===== src/rtl/seg7_pkg.sv =====
// Shared constants for the seven-segment receive monitor: segment patterns
// (bit0=a .. bit6=g, dp excluded), value limits and the tracker state encoding.
package seg7_pkg;

    localparam logic [6:0] SEG_DIGIT_0 = 7'h3F;
    localparam logic [6:0] SEG_DIGIT_1 = 7'h06;
    localparam logic [6:0] SEG_DIGIT_2 = 7'h5B;
    localparam logic [6:0] SEG_DIGIT_3 = 7'h4F;
    localparam logic [6:0] SEG_DIGIT_4 = 7'h66;
    localparam logic [6:0] SEG_DIGIT_5 = 7'h6D;
    localparam logic [6:0] SEG_DIGIT_6 = 7'h7D;
    localparam logic [6:0] SEG_DIGIT_7 = 7'h07;
    localparam logic [6:0] SEG_DIGIT_8 = 7'h7F;
    localparam logic [6:0] SEG_DIGIT_9 = 7'h6F;
    localparam logic [6:0] SEG_BLANK   = 7'h00;

    localparam logic [9:0] VALUE_MAX   = 10'd999;
    localparam logic [7:0] ERR_CNT_MAX = 8'd255;

    typedef enum logic {
        SYNC  = 1'b0,
        TRACK = 1'b1
    } state_t;

endpackage


===== src/rtl/seg7_digit_dec.sv =====
// Combinational decoder for one seven-segment digit; the decimal point is
// ignored, an all-dark pattern is flagged as blank rather than as a digit.
module seg7_digit_dec
    import seg7_pkg::*;
(
    input  logic [7:0] pattern,
    output logic [3:0] digit,
    output logic       valid,
    output logic       blank
);

    logic unused_dp;
    assign unused_dp = pattern[7];

    always_comb begin
        digit = 4'd0;
        valid = 1'b1;
        blank = 1'b0;
        case (pattern[6:0])
            SEG_DIGIT_0: digit = 4'd0;
            SEG_DIGIT_1: digit = 4'd1;
            SEG_DIGIT_2: digit = 4'd2;
            SEG_DIGIT_3: digit = 4'd3;
            SEG_DIGIT_4: digit = 4'd4;
            SEG_DIGIT_5: digit = 4'd5;
            SEG_DIGIT_6: digit = 4'd6;
            SEG_DIGIT_7: digit = 4'd7;
            SEG_DIGIT_8: digit = 4'd8;
            SEG_DIGIT_9: digit = 4'd9;
            SEG_BLANK: begin
                valid = 1'b0;
                blank = 1'b1;
            end
            default: valid = 1'b0;
        endcase
    end

endmodule


===== src/rtl/seg7_rx_monitor.sv =====
// Watches a three-digit seven-segment display, recovers its binary value and
// flags undecodable patterns, non-incrementing jumps and stalled counts.
module seg7_rx_monitor
    import seg7_pkg::*;
#(
    parameter int unsigned STALL_MAX = 2
)
(
    input  logic       clk,
    input  logic       rst,
    input  logic [7:0] seg0,
    input  logic [7:0] seg1,
    input  logic [7:0] seg2,
    output logic [9:0] value,
    output logic       value_vld,
    output logic       upd,
    output logic       err_code,
    output logic       err_seq,
    output logic       err_stall,
    output logic [7:0] err_cnt
);

    localparam int unsigned       CNT_W       = $clog2(STALL_MAX + 2);
    localparam logic [CNT_W-1:0]  STALL_LIMIT = CNT_W'(STALL_MAX);

    logic [7:0]       seg0_q;
    logic [7:0]       seg1_q;
    logic [7:0]       seg2_q;
    logic             s1_vld;

    logic [3:0]       d0;
    logic [3:0]       d1;
    logic [3:0]       d2;
    logic             d0_valid;
    logic             d1_valid;
    logic             d2_valid;
    logic             d0_blank;
    logic             d1_blank;
    logic             d2_blank;

    logic             code_ok;
    logic [9:0]       candidate;
    logic [9:0]       successor;

    state_t           state;
    state_t           state_nx;
    logic [CNT_W-1:0] stall_cnt;
    logic [CNT_W-1:0] stall_cnt_nx;
    logic [CNT_W-1:0] stall_inc;
    logic [9:0]       value_nx;
    logic             upd_nx;
    logic             err_code_nx;
    logic             err_seq_nx;
    logic             err_stall_nx;
    logic [7:0]       err_cnt_nx;

    // s1_vld keeps the reset-cleared stage-1 contents from being judged as a code error.
    always_ff @(posedge clk or negedge rst) begin
        if (!rst) begin
            seg0_q <= 8'd0;
            seg1_q <= 8'd0;
            seg2_q <= 8'd0;
            s1_vld <= 1'b0;
        end else begin
            seg0_q <= seg0;
            seg1_q <= seg1;
            seg2_q <= seg2;
            s1_vld <= 1'b1;
        end
    end

    seg7_digit_dec u_dec0 (.pattern(seg0_q), .digit(d0), .valid(d0_valid), .blank(d0_blank));
    seg7_digit_dec u_dec1 (.pattern(seg1_q), .digit(d1), .valid(d1_valid), .blank(d1_blank));
    seg7_digit_dec u_dec2 (.pattern(seg2_q), .digit(d2), .valid(d2_valid), .blank(d2_blank));

    // Leading-zero suppression: tens may be dark only when hundreds is dark too.
    assign code_ok   = d0_valid
                     && (d1_valid || (d1_blank && d2_blank))
                     && (d2_valid || d2_blank);
    assign candidate = 10'(d2) * 10'd100 + 10'(d1) * 10'd10 + 10'(d0);
    assign successor = (value == VALUE_MAX) ? 10'd0 : value + 10'd1;
    assign stall_inc = stall_cnt + 1'b1;
    assign value_vld = (state == TRACK);

    always_comb begin
        state_nx     = state;
        value_nx     = value;
        stall_cnt_nx = stall_cnt;
        upd_nx       = 1'b0;
        err_code_nx  = 1'b0;
        err_seq_nx   = 1'b0;
        err_stall_nx = 1'b0;
        if (s1_vld) begin
            if (!code_ok) begin
                err_code_nx = 1'b1;
                state_nx    = SYNC;
            end else begin
                case (state)
                    SYNC: begin
                        value_nx     = candidate;
                        upd_nx       = 1'b1;
                        stall_cnt_nx = '0;
                        state_nx     = TRACK;
                    end
                    TRACK: begin
                        if (candidate == value) begin
                            if (stall_inc > STALL_LIMIT) begin
                                err_stall_nx = 1'b1;
                                stall_cnt_nx = '0;
                            end else begin
                                stall_cnt_nx = stall_inc;
                            end
                        end else begin
                            err_seq_nx   = (candidate != successor);
                            value_nx     = candidate;
                            upd_nx       = 1'b1;
                            stall_cnt_nx = '0;
                        end
                    end
                    default: state_nx = SYNC;
                endcase
            end
        end
        err_cnt_nx = err_cnt;
        if ((err_code_nx || err_seq_nx || err_stall_nx) && (err_cnt != ERR_CNT_MAX)) begin
            err_cnt_nx = err_cnt + 8'd1;
        end
    end

    always_ff @(posedge clk or negedge rst) begin
        if (!rst) begin
            state     <= SYNC;
            stall_cnt <= '0;
            value     <= 10'd0;
            upd       <= 1'b0;
            err_code  <= 1'b0;
            err_seq   <= 1'b0;
            err_stall <= 1'b0;
            err_cnt   <= 8'd0;
        end else begin
            state     <= state_nx;
            stall_cnt <= stall_cnt_nx;
            value     <= value_nx;
            upd       <= upd_nx;
            err_code  <= err_code_nx;
            err_seq   <= err_seq_nx;
            err_stall <= err_stall_nx;
            err_cnt   <= err_cnt_nx;
        end
    end

endmodule


===== config.mk =====
export PLATFORM = sky130hd
export DESIGN_NAME = seg7_rx_monitor
export DESIGN_NICKNAME = d
export VERILOG_FILES = /design/src/rtl/seg7_pkg.sv /design/src/rtl/seg7_digit_dec.sv /design/src/rtl/seg7_rx_monitor.sv
export SDC_FILE = /design/constraint.sdc
export NUM_CORES = 1
export LEC_CHECK = 0
export BUFFER_PORTS_ARGS = -buffer_cell sky130_fd_sc_hd__buf_2
export CORE_UTILIZATION = 48
export DETAILED_ROUTE_END_ITERATION = 10
export PLACE_DENSITY = 0.66
export RECOVER_POWER = 100
export SLEW_MARGIN = 20
export SYNTH_ARGS = -nofsm -noshare
export SYNTH_HDL_FRONTEND = slang
export SYNTH_HIERARCHICAL = 1
export SYNTH_SLANG_ARGS = --single-unit

===== constraint.sdc =====
create_clock -name clk -period 10.8 [get_ports clk]
set_input_delay 0 -clock clk [delete_from_list [all_inputs] [get_ports clk]]
set_output_delay 0 -clock clk [all_outputs]
set_load 0.05 [all_outputs]

==> flow_summary.json <==
{
  "design_area_um2": 4090,
  "cts_setup_buffers": 0,
  "p_leak_nw": 1.89,
  "slowest_stage": "o41ai_1",
  "cts_buffers": 5,
  "power.share.sequential_pct": 46.5,
  "clk_latency_ns": 0.30,
  "placed_cell_area_um2": 3840,
  "n_antenna_cell": 0,
  "cp_max_fo": 9,
  "io_buffers": 45,
  "die_area_um2": 7850,
  "netlist_area_um2": 3600,
  "hold_violations": 0,
  "drive_gt1_share_pct": 9.20,
  "cts_buffer_depth": 2,
  "dp_hpwl_um": 5460,
  "cts_root_buf": "clkbuf_8",
  "crit_path_start": "seg2_q[0]",
  "fin_crit_ns": 5.66,
  "violations": "max-capacitance violations, max-slew violations",
  "comb_power_share_pct": 26.0,
  "cp_data_required_time_ns": 11.00,
  "crit_path_end": "err_cnt[1]",
  "outcome": "finished, violations left",
  "row_count": 31,
  "cp_common_cell": "ha_1",
  "routed_wl_um": 7600,
  "critPathKind": "reg2reg",
  "antenna_found_initial": 0,
  "cp-end-kind": "flop",
  "r2r-start": "seg2_q[0]",
  "grt_pass1_vias": 2714,
  "finClkSkew_ns": 0.0127,
  "fin_ws_ns": 5.14,
  "path_cells": "nand2_1 -> o41ai_1 -> ha_1 -> ha_1 -> inv_1 -> fa_1 -> inv_1 -> ha_1 -> ha_1 -> nor2b_1 -> or2_0 -> a311oi_1 -> nor3b_1 -> and4b_4 -> and4bb_4 -> nor2_2 -> o31a_1 -> nor2_1 -> mux2_2",
  "crit_cells": 19,
  "crit_path_start_kind": "flop",
  "reg2reg_depth": 19,
  "synth_area_per_cell_um2": 9.55,
  "hp-class": "in2reg",
  "crit_buf_inv": 2,
  "dieWidth_um": 88.6,
  "cp_top_family": "simple AND/OR/NAND/NOR gates",
  "layoutNonFillerInstCount": 534,
  "swShare_pct": 35.8,
  "vias": 2970,
  "h-tree-depth": 2,
  "wl_per_cell_um": 14.2,
  "synth_cells": 377,
  "r2r-end": "err_cnt[1]",
  "rsz0062_at_grt": "no",
  "firstDrtPassIters": 4,
  "switchingPower_mw": 0.167,
  "synth_warnings": 6,
  "grt.total_usage_pct": 21.1,
  "start_util_pct": 49.6,
  "setup_viol": 0,
  "drc": 0,
  "cts_tree": "built",
  "grt_max_degree": 48,
  "finalSetupTns_ns": 0,
  "tightestPinTransition_ns": 2.47,
  "clkSinkCount": 47,
  "overflow": 0,
  "cts_resized": 0,
  "worstPathArrival_ns": 5.85,
  "grt_pass1_wl_um": 12800,
  "io_pins": 49,
  "synthesis.nets": 433,
  "core-area_um2": 7250,
  "die_height_um": 88.6,
  "dpl_worst_slack_ns": 5.30,
  "regToRegSetupSlack_ns": 5.14,
  "clockPowerShare_pct": 27.5,
  "gp_congestion": 0.882,
  "vias_per_cell": 5.56,
  "max_slew_margin_pct": -64.5,
  "drv_slew": 48,
  "ant_nets": 0,
  "dp.cells": 505,
  "max-vdd-ir-drop_mv": 0.157,
  "hold_slack_ns": 0.332,
  "area_growth_pct": 13.4,
  "p_int_mw": 0.300,
  "fmax_mhz": 177,
  "clk_pin_slew_worst_paths_ns": 0.09,
  "cp_slowest_stage_delay_ns": 0.83,
  "drv_cap": 1,
  "drtIter0Drc": 101,
  "power.density_nw_per_um2": 114,
  "fin_crit_sh_pct": 52.4,
  "nNetsFinal": 491
}
registers in the layout, summed over array words and instances (netlist names):
name       cells
err_cnt        8
err_code       1
err_seq        1
err_stall      1
s1_vld         1
seg0_q         7
seg1_q         7
seg2_q         7
stall_cnt      2
upd            1
value         10
value_vld      1
cell type report:
class	count	area (um2)
clock buffer	5	68.8
tap	99	124
fill	706	3170
sequential	47	1180
timing repair buffer	67	414
clock inverter	2	37.5
multi-input combinational	298	2200
inverter	16	60.1
power by group through the flow:
| stage | registers [mW] | logic (mW) | clock network, mW |
|---|---|---|---|
| finish | 0.217 | 0.121 | 0.128 |
| global route | 0.222 | 0.133 | 0.141 |
| CTS | 0.217 | 0.130 | 0.132 |
| detailed placement | 0.220 | 0.124 | 0 |
| global placement | 0.219 | 0.121 | 0 |
| floorplan | 0.259 | 0.0512 | 0 |
metrics by stage:
| stage | power, mW | utilization [%] |
|---|---|---|
| final | 0.467 | 56.3 |
| after global routing | 0.496 | 56.3 |
| after CTS | 0.479 | 57.5 |
| after detailed placement | 0.344 | 53.0 |
| after global placement | 0.340 | 53.0 |
| after floorplan | 0.310 | - |
worst reg2reg max path: stages (launching register included):
cell	delay, ns
dfrtp_1	0.47
nand2_1	0.14
o41ai_1	0.83
ha_1	0.38
ha_1	0.21
inv_1	0.07
fa_1	0.40
inv_1	0.07
ha_1	0.22
ha_1	0.41
nor2b_1	0.18
or2_0	0.25
a311oi_1	0.25
nor3b_1	0.30
and4b_4	0.33
and4bb_4	0.25
nor2_2	0.03
o31a_1	0.19
nor2_1	0.22
mux2_2	0.36
layout by cell type, fill, tap and decap left out, types with 3 or more instances in the layout:
cell type	count
dlygate4sd3_1	22
o2111ai_1	7
fa_1	5
nor2b_1	9
nor2_1	15
dfrtp_1	47
a311o_1	3
a21oi_1	15
xor2_1	21
mux2i_1	5
clkbuf_8	5
nand2b_1	7
nor4_1	10
nor3b_1	6
o41ai_1	3
clkbuf_1	25
inv_1	16
or3b_1	3
a21o_1	5
buf_2	20
o21ai_0	15
nor3_1	10
nand3_1	11
or2_1	3
nand4_1	7
a41o_1	3
and3_1	4
ha_1	25
xnor2_1	14
nand2_1	47
per-layer routing:
| layer | track usage [%] | share of wire [%] |
|---|---|---|
| met1 | 29.6 | 49 |
| met2 | 34.3 | 47 |
| met3 | 2.89 | 3.4 |
| met4 | 5.57 | 0.92 |
| met5 | 0 | 0 |
how the worst min path moves through the flow:
stage	start	endpoint	slack [ns]	cells after the start
after CTS	seg2[6]	seg2_q[6]	0.32	2
after detailed placement	seg0[4]	seg0_q[4]	0.11	1
after global placement	seg2[4]	seg2_q[4]	0.11	1
after global routing	seg1[1]	seg1_q[1]	0.33	2
final	seg2[3]	seg2_q[3]	0.33	2
after floorplan	rst	err_cnt[0]	-0.30	0
what timing repair did:
action / CTS / global route
endpoints found under the setup margin: 0 / 0
endpoints found under the hold margin: 68 / 0
hold buffers: 22 / 0
Power figures use the tool's default switching activity.
